`src/rtl/lock_pkg.sv`:
```
// ---------------------------------------------------------------------------
// lock_pkg : shared types and helpers for the logic-locking key loader
// Rev 1.0  : initial release
// ---------------------------------------------------------------------------
`default_nettype none

package lock_pkg;

   typedef enum logic [2:0] {
      IDLE   = 3'd0,
      SHIFT  = 3'd1,
      CHECK  = 3'd2,
      COMMIT = 3'd3,
      FROZEN = 3'd4
   } lock_state_t;

   localparam int KEY_W_DEFAULT = 8;

   // Counter must reach KEY_W+1 when a parity bit trails the key.
   function automatic int cnt_width(input int key_w);
      return $clog2(key_w + 2);
   endfunction

endpackage

`default_nettype wire

```
`src/rtl/lock_key_loader.sv`:
```
// ---------------------------------------------------------------------------
// lock_key_loader : serial LSB-first key loader with atomic commit and lock.
// Optional even-parity frame check enabled by macro LOCK_KEY_PARITY_EN.
// Rev 1.0  : initial release
// ---------------------------------------------------------------------------
`default_nettype none

module lock_key_loader
   import lock_pkg::*;
#(
   parameter int KEY_W = KEY_W_DEFAULT
) (
   input  logic             clk,
   input  logic             rst,
   input  logic             key_sdi,
   input  logic             key_valid,
   output logic             key_ready,
   input  logic             key_lock,
   input  logic             zeroize,
   output logic [KEY_W-1:0] keyinput,
   output logic             key_loaded,
   output logic             key_err,
   output logic             busy
);

`ifdef LOCK_KEY_PARITY_EN
   localparam int FRAME_LEN = KEY_W + 1;
`else
   localparam int FRAME_LEN = KEY_W;
`endif
   localparam int                CNT_W    = cnt_width(KEY_W);
   localparam logic [CNT_W-1:0]  LAST_CNT = CNT_W'(FRAME_LEN - 1);

   lock_state_t          state;
   lock_state_t          next_state;
   logic [FRAME_LEN-1:0] shadow;
   logic [CNT_W-1:0]     bit_cnt;
   logic                 accept;
   logic                 check_pass;
   logic                 lock_req;

   assign lock_req = key_lock && key_loaded;
   assign accept   = key_valid && key_ready;
   assign busy     = (state == SHIFT) || (state == CHECK) || (state == COMMIT);

`ifdef LOCK_KEY_PARITY_EN
   assign check_pass = ~(^shadow);
`else
   assign check_pass = 1'b1;
`endif

   always_ff @(posedge clk) begin
      if (rst || zeroize) begin
         state <= IDLE;
      end else begin
         state <= next_state;
      end
   end

   always_comb begin
      next_state = state;
      key_ready  = 1'b0;
      case (state)
         IDLE: begin
            // A lock request wins over a simultaneous first bit.
            key_ready = !lock_req;
            if (lock_req) begin
               next_state = FROZEN;
            end else if (key_valid) begin
               next_state = SHIFT;
            end
         end
         SHIFT: begin
            key_ready = 1'b1;
            if (key_valid && (bit_cnt == LAST_CNT)) begin
               next_state = CHECK;
            end
         end
         CHECK:   next_state = check_pass ? COMMIT : IDLE;
         COMMIT:  next_state = IDLE;
         FROZEN:  next_state = FROZEN;
         default: next_state = IDLE;
      endcase
   end

   always_ff @(posedge clk) begin
      if (rst || zeroize) begin
         shadow     <= '0;
         bit_cnt    <= '0;
         keyinput   <= '0;
         key_loaded <= 1'b0;
      end else begin
         if (accept) begin
            shadow  <= {key_sdi, shadow[FRAME_LEN-1:1]};
            bit_cnt <= bit_cnt + CNT_W'(1);
         end
         if (state == CHECK) begin
            bit_cnt <= '0;
         end
         // keyinput only ever changes here, so it never shows a partial key.
         if (state == COMMIT) begin
            keyinput   <= shadow[KEY_W-1:0];
            key_loaded <= 1'b1;
         end
      end
   end

`ifdef LOCK_KEY_PARITY_EN
   logic err_q;

   always_ff @(posedge clk) begin
      if (rst || zeroize) begin
         err_q <= 1'b0;
      end else if (accept) begin
         err_q <= 1'b0;
      end else if ((state == CHECK) && !check_pass) begin
         err_q <= 1'b1;
      end
   end

   assign key_err = err_q;
`else
   assign key_err = 1'b0;
`endif

endmodule

`default_nettype wire

```
`config.mk`:
```
export PLATFORM = sky130hd
export DESIGN_NAME = lock_key_loader
export DESIGN_NICKNAME = d
export VERILOG_FILES = /design/src/rtl/lock_pkg.sv /design/src/rtl/lock_key_loader.sv
export SDC_FILE = /design/constraint.sdc
export NUM_CORES = 1
export LEC_CHECK = 0
export ABC_CLOCK_PERIOD_IN_PS = 2300
export CORE_MARGIN = 10
export CORE_UTILIZATION = 29
export DETAILED_ROUTE_END_ITERATION = 7
export PLACE_DENSITY = 0.47
export SLEW_MARGIN = 20
export SYNTH_ARGS = -nofsm -noshare
export SYNTH_HDL_FRONTEND = slang
export SYNTH_SLANG_ARGS = --single-unit
```
`constraint.sdc`:
```
create_clock -name clk -period 2.3 [get_ports clk]
set_input_delay 0.23 -clock clk [delete_from_list [all_inputs] [get_ports clk]]
set_output_delay 0.23 -clock clk [all_outputs]
set_load 0.02 [all_outputs]
```
==> Word level (Yosys, flattened, before mapping) <==
Cells that the tools add are included.
{ "totals": {"regBits": 24, "out_inout_bits": 12} }
{ "classes": {"n_addsub": 1, "n_eq_ne": 7, "mux": 5, "n_reduce_logical": 10} }
{ "ops": {"columns": ["cell", "n"], "rows": [
  ["3-bit case mux with 4 select lines", 1],
  ["3-bit 2-to-1 mux", 3],
  ["3-bit by 2-bit == test with 1-bit output (second input constant)", 2],
  ["4-bit by 1-bit adder with 4-bit output (second input constant)", 1],
  ["4-bit by 3-bit == test with 1-bit output (second input constant)", 1],
  ["3-bit by 1-bit == test with 1-bit output (second input constant)", 1],
  ["3-bit == test (second input constant)", 1],
  ["1-bit logical AND", 3],
  ["3-bit logical NOT", 1],
  ["1-bit logical OR", 3],
  ["3-bit != test (second input constant)", 1],
  ["2-bit by 1-bit != test with 1-bit output (second input constant)", 1],
  ["1-bit case mux with 2 select lines", 1],
  ["2-bit AND reduction", 1],
  ["2-bit OR reduction", 1],
  ["1-bit logical NOT", 1]
]} }

==> Depth between registers and ports, before layout <==
{ "depth": {"ltp_word": 4, "ltp_mapped": 5, "mapped_depth_nobuf": 4} }

==> Least setup slack after synthesis <==
OpenSTA, ideal clock, no wires.
{ "synth_timing": {"kind": "flip-flop to output port", "startpoint": "register state[0]", "endpoint": "output key_ready", "arrival_time_ps": 1367, "t_required_ps": 2070, "setup_slack_ps": 703, "stages_incl_launch_ff": 5, "path_cell_list": "dfxtp_1 -> and3b_1 -> clkbuf_1 -> clkbuf_1 -> nor3_1"} }
{ "synth_between": {"elab_chain_cells": 2, "word_cells_on_any_way": 3, "cone_classes": "1 x eq/ne; 1 x mux; 1 x reduce/logical"} }
{ "synth_lines": {"columns": ["element", "line", "text"], "rows": [
  ["start: declaration", "lock_key_loader.sv:34", "lock_state_t state;"],
  ["start signal: assignment", "lock_key_loader.sv:56", "state <= next_state;"],
  ["3-bit by 1-bit == test with 1-bit output / 3-bit logical NOT (equally long branches)", "lock_key_loader.sv:63", "case (state)"],
  ["1-bit case mux with 2 select lines (*)", "lock_key_loader.sv:63", null],
  ["end: declaration", "lock_key_loader.sv:17", "output logic key_ready,"]
]} }
Mark *: on every way between the ends. The rest lies on a longest branch, timed or not.

==> Worst setup path after layout <==
Ends and elaborated chain as after synthesis.

==> impl_metrics.py <==
metrics = {
    "routing": {
        "routed_wl_um": 2340,
        "metal1_wirelength_um": 1070,
        "drc": 0,
        "wire_per_inst_um": 13.2,
        "detailroute.wirelength.met3_um": 196,
        "detail-route-antenna-nets": 0,
        "met2_length_um": 1060,
        "drt_first_pass_iters": 4,
        "vias": 883,
        "drt-initial-drc-count": 49,
        "viasPerCell": 4.96,
        "routed.top_layer": "met4",
    },
    "hold_path": {
        "min_path_cells": 3,
        "min-delay-path-class": "in2reg",
        "start_point_of_the_worst_hold_path": "key_sdi",
        "worstHoldEndpoint": "shadow[7]",
    },
    "setup_path": {
        "r2r-start": "state[1]",
        "reg2reg_setup_slack_ns": 0.67,
        "timing_worst_setup_path_type": "reg2out",
        "cp.required_ns": 2.07,
        "slowest_stage": "sky130_fd_sc_hd__clkdlybuf4s50_1",
        "critPathLaunchType": "flip-flop",
        "r2r_cells": 3,
        "worst-path-buf-inv": 1,
        "critical_path.top_delay_family": "buffers and inverters",
        "cp_max_fo": 8,
        "critical_path.cell_chain": "and3b_1 > nor3_1 > clkdlybuf4s50_1",
        "critical_path.reg2reg.endpoint": "bit_cnt[3]",
        "endpoint_kind": "primary output",
        "timing.critical_path.arrival_ns": 1.79,
        "critical-path-max-stage-delay_ns": 0.64,
    },
    "sta": {
        "report.final.slew_viol_count": 0,
        "relSlewSlack_pct": 59.5,
        "period_share_pct": 88.0,
        "unrepaired_setup_endpoints_after_global_routing": "false",
        "period_minus_slack_ns": 2.02,
        "final_hold_vios": 0,
        "report.final.setup_viol": 0,
        "fmax_mhz": 494,
        "worst_margin_slew_ns": 0.606,
        "final.setup.tns_ns": 0,
        "finClkSkew_ns": 0.00190,
    },
    "synthesis": {
        "synth-async-reset-ratio_pct": 0,
        "cell_area_after_synthesis_mm2": 0.00105,
        "synth_top_cells_by_count": "24 x sky130_fd_sc_hd__dfxtp_1, 15 x sky130_fd_sc_hd__a21oi_1, 14 x sky130_fd_sc_hd__nor2_1, 12 x sky130_fd_sc_hd__nand3_1, 8 x sky130_fd_sc_hd__mux2i_1",
        "yosysWarnings": 0,
        "yosys_most_used_dff": "sky130_fd_sc_hd__dfxtp_1",
        "yosys.cell_types.count": 32,
        "register_bit_total_from_synthesis": 24,
        "post_synth_mux_area_share_pct": 7.59,
        "yosys.area.top_type": "sky130_fd_sc_hd__dfxtp_1",
        "synth-compound-area-share_pct": 17.7,
        "yosys-top-cells-area": "sky130_fd_sc_hd__dfxtp_1 46%, sky130_fd_sc_hd__mux2i_1 7.6%, sky130_fd_sc_hd__a21oi_1 7.1%",
        "seq_total_area_yosys_pct": 45.6,
        "synth-edff-count": 0,
        "synth.avg_cell_area_um2": 8.72,
        "synth_net_count": 128,
        "synth_top_cell_area_share_pct": 45.6,
        "synthSimpleGateAreaFrac_pct": 21.7,
        "synth_top_family_by_area": "simple AND/OR/NAND/NOR gates",
        "netlist_instances": 121,
        "synth-xor-area-share_pct": 0,
        "yosys.area_share.adder_pct": 1.19,
        "synthMostInstantiatedCell": "sky130_fd_sc_hd__dfxtp_1",
    },
    "global_routing": {
        "track_usage_pct": 7.77,
        "grt_start_max_net_pins": 22,
        "grt_pass1_vias": 872,
        "first_pass_grt_wire_length_um": 4110,
        "grt-ovfl-total": 0,
        "antenna_found_initial": 0,
    },
    "floorplanning": {
        "core_region_area_mm2": 0.00342,
        "fp-row-count": 21,
        "top_level_ports": 18,
        "initial_utilization_pct": 30.9,
        "fp.dieArea_mm2": 0.00645,
        "die-width_um": 80.3,
        "die_height_um": 80.3,
    },
    "layout": {
        "filler_cell_count": 367,
        "antenna-diode-count": 0,
        "drive_above_1_share_pct": 5.30,
        "areaGrowthSynthToFinish_pct": 18.6,
        "design.final.nets": 141,
        "final-instance-count-excl-fill": 178,
        "finalCoreUtilization_pct": 36.6,
    },
    "job": {
        "maxCapViolCount": 0,
    },
    "placement": {
        "placed_cells_incl_taps": 175,
        "portBuffers": 16,
        "detailed_place_hpwl_um": 1620,
        "weighted_congestion_at_the_end_of_routability_driven_global_placement": 0.777,
    },
    "clocking": {
        "numClockSinks": 24,
        "post_cts_resize_count": 0,
        "clk_pin_slew_ns": 0.13,
        "ctsLongestPathBuffers": 2,
        "postCtsSetupBuffers": 0,
        "cts_htree_levels": 1,
        "tritoncts.num_buffers": 3,
        "post_cts_hold_buffer_count": 0,
        "cts_root_buffer": "sky130_fd_sc_hd__clkbuf_4",
        "clock_tree_from_tritoncts": "done",
        "clock_insertion_delay_at_the_later_pin_of_the_skew_report_ns": 0.31,
    },
    "power": {
        "power_density_mw_per_mm2": 516,
        "max-vdd-ir-drop_uv": 217,
        "p_leak_nw": 0.477,
    },
    "status": {
        "status": "finished clean",
    },
}
-- flip-flops by register name, indices dropped and copies added (netlist names) --
| register | count |
|---|---|
| keyinput | 8 |
| bit_cnt | 4 |
| shadow | 8 |
| key_loaded | 1 |
| state | 3 |
-- report_power, final --
| part | internal [mW] | switching (mW) | total [mW] |
|---|---|---|---|
| sequential | 0.418 | 0.00314 | 0.421 |
| combinational | 0.0176 | 0.0235 | 0.0410 |
| clock | 0.0612 | 0.122 | 0.183 |
| total | 0.497 | 0.148 | 0.645 |
-- layer usage --
| layer | global-route usage, % | vias up |
|---|---|---|
| li1 | - | 453 |
| met1 | 9.32 | 409 |
| met2 | 12.2 | 19 |
| met3 | 3.90 | 2 |
| met4 | 1.58 | 0 |
| met5 | 0 | - |
-- layout by cell type (no fill, tap or decap), types with 2 or more instances in the layout --
cell type                         instances
sky130_fd_sc_hd__dfxtp_1                 24
sky130_fd_sc_hd__nand3_1                 12
sky130_fd_sc_hd__mux2i_1                  8
sky130_fd_sc_hd__nand3b_1                 3
sky130_fd_sc_hd__or3_1                    2
sky130_fd_sc_hd__clkdlybuf4s50_1         16
sky130_fd_sc_hd__o21ai_0                  7
sky130_fd_sc_hd__or4_1                    2
sky130_fd_sc_hd__o21ai_1                  4
sky130_fd_sc_hd__inv_1                    3
sky130_fd_sc_hd__o31ai_1                  2
sky130_fd_sc_hd__a21oi_1                 15
sky130_fd_sc_hd__clkbuf_4                 3
sky130_fd_sc_hd__nor2_1                  14
-- worst max path at each step --
stage                    from         end  depth (start not counted)
finish               state[0]   key_ready                          3
global route         state[0]   key_ready                          3
CTS                  state[0]   key_ready                          3
detailed placement  key_valid  bit_cnt[3]                          4
global placement     key_lock   key_ready                          4
floorplan            state[0]   key_ready                          4
-- logic make-up (layout without fill, tap and decap cells) --
logic type,Yosys count,count (layout)
AND/OR/NAND/NOR,42,42
AO/OA/AOI/OAI,33,33
flip-flops,24,24
buffers and inverters,12,23
multiplexers,8,8
adder cells (fa/ha/maj),1,1
other,1,1
-- worst register-to-register path: stages, from the launching register on --
cell and delay [ns]:
sky130_fd_sc_hd__dfxtp_1 0.42, sky130_fd_sc_hd__or3b_4 0.51, sky130_fd_sc_hd__or4_1 0.49, sky130_fd_sc_hd__a21oi_1 0.15
-- layout make-up --
cell class / instances / area (um2) / area share, %
tap: 46 / 57.6 / 4.60
sequential: 24 / 480 / 38.4
multi-input combinational: 85 / 512 / 40.9
timing repair buffer: 17 / 168 / 13.4
clock buffer: 3 / 22.5 / 1.80
inverter: 3 / 11.3 / 0.900
-- stage by stage --
step / worst slack (ns) / power (mW) / hold slack (ns) / area, um2
after floorplan: 0.703 / 0.457 / 0.378 / 1050
after global placement: 0.354 / 0.472 / 0.462 / 1230
after detailed placement: 0.364 / 0.472 / 0.470 / 1230
after CTS: 0.243 / 0.658 / 0.457 / 1250
after global routing: 0.172 / 0.682 / 0.451 / 1250
final: 0.277 / 0.645 / 0.466 / 1250
(Power assumes the default switching activity.)
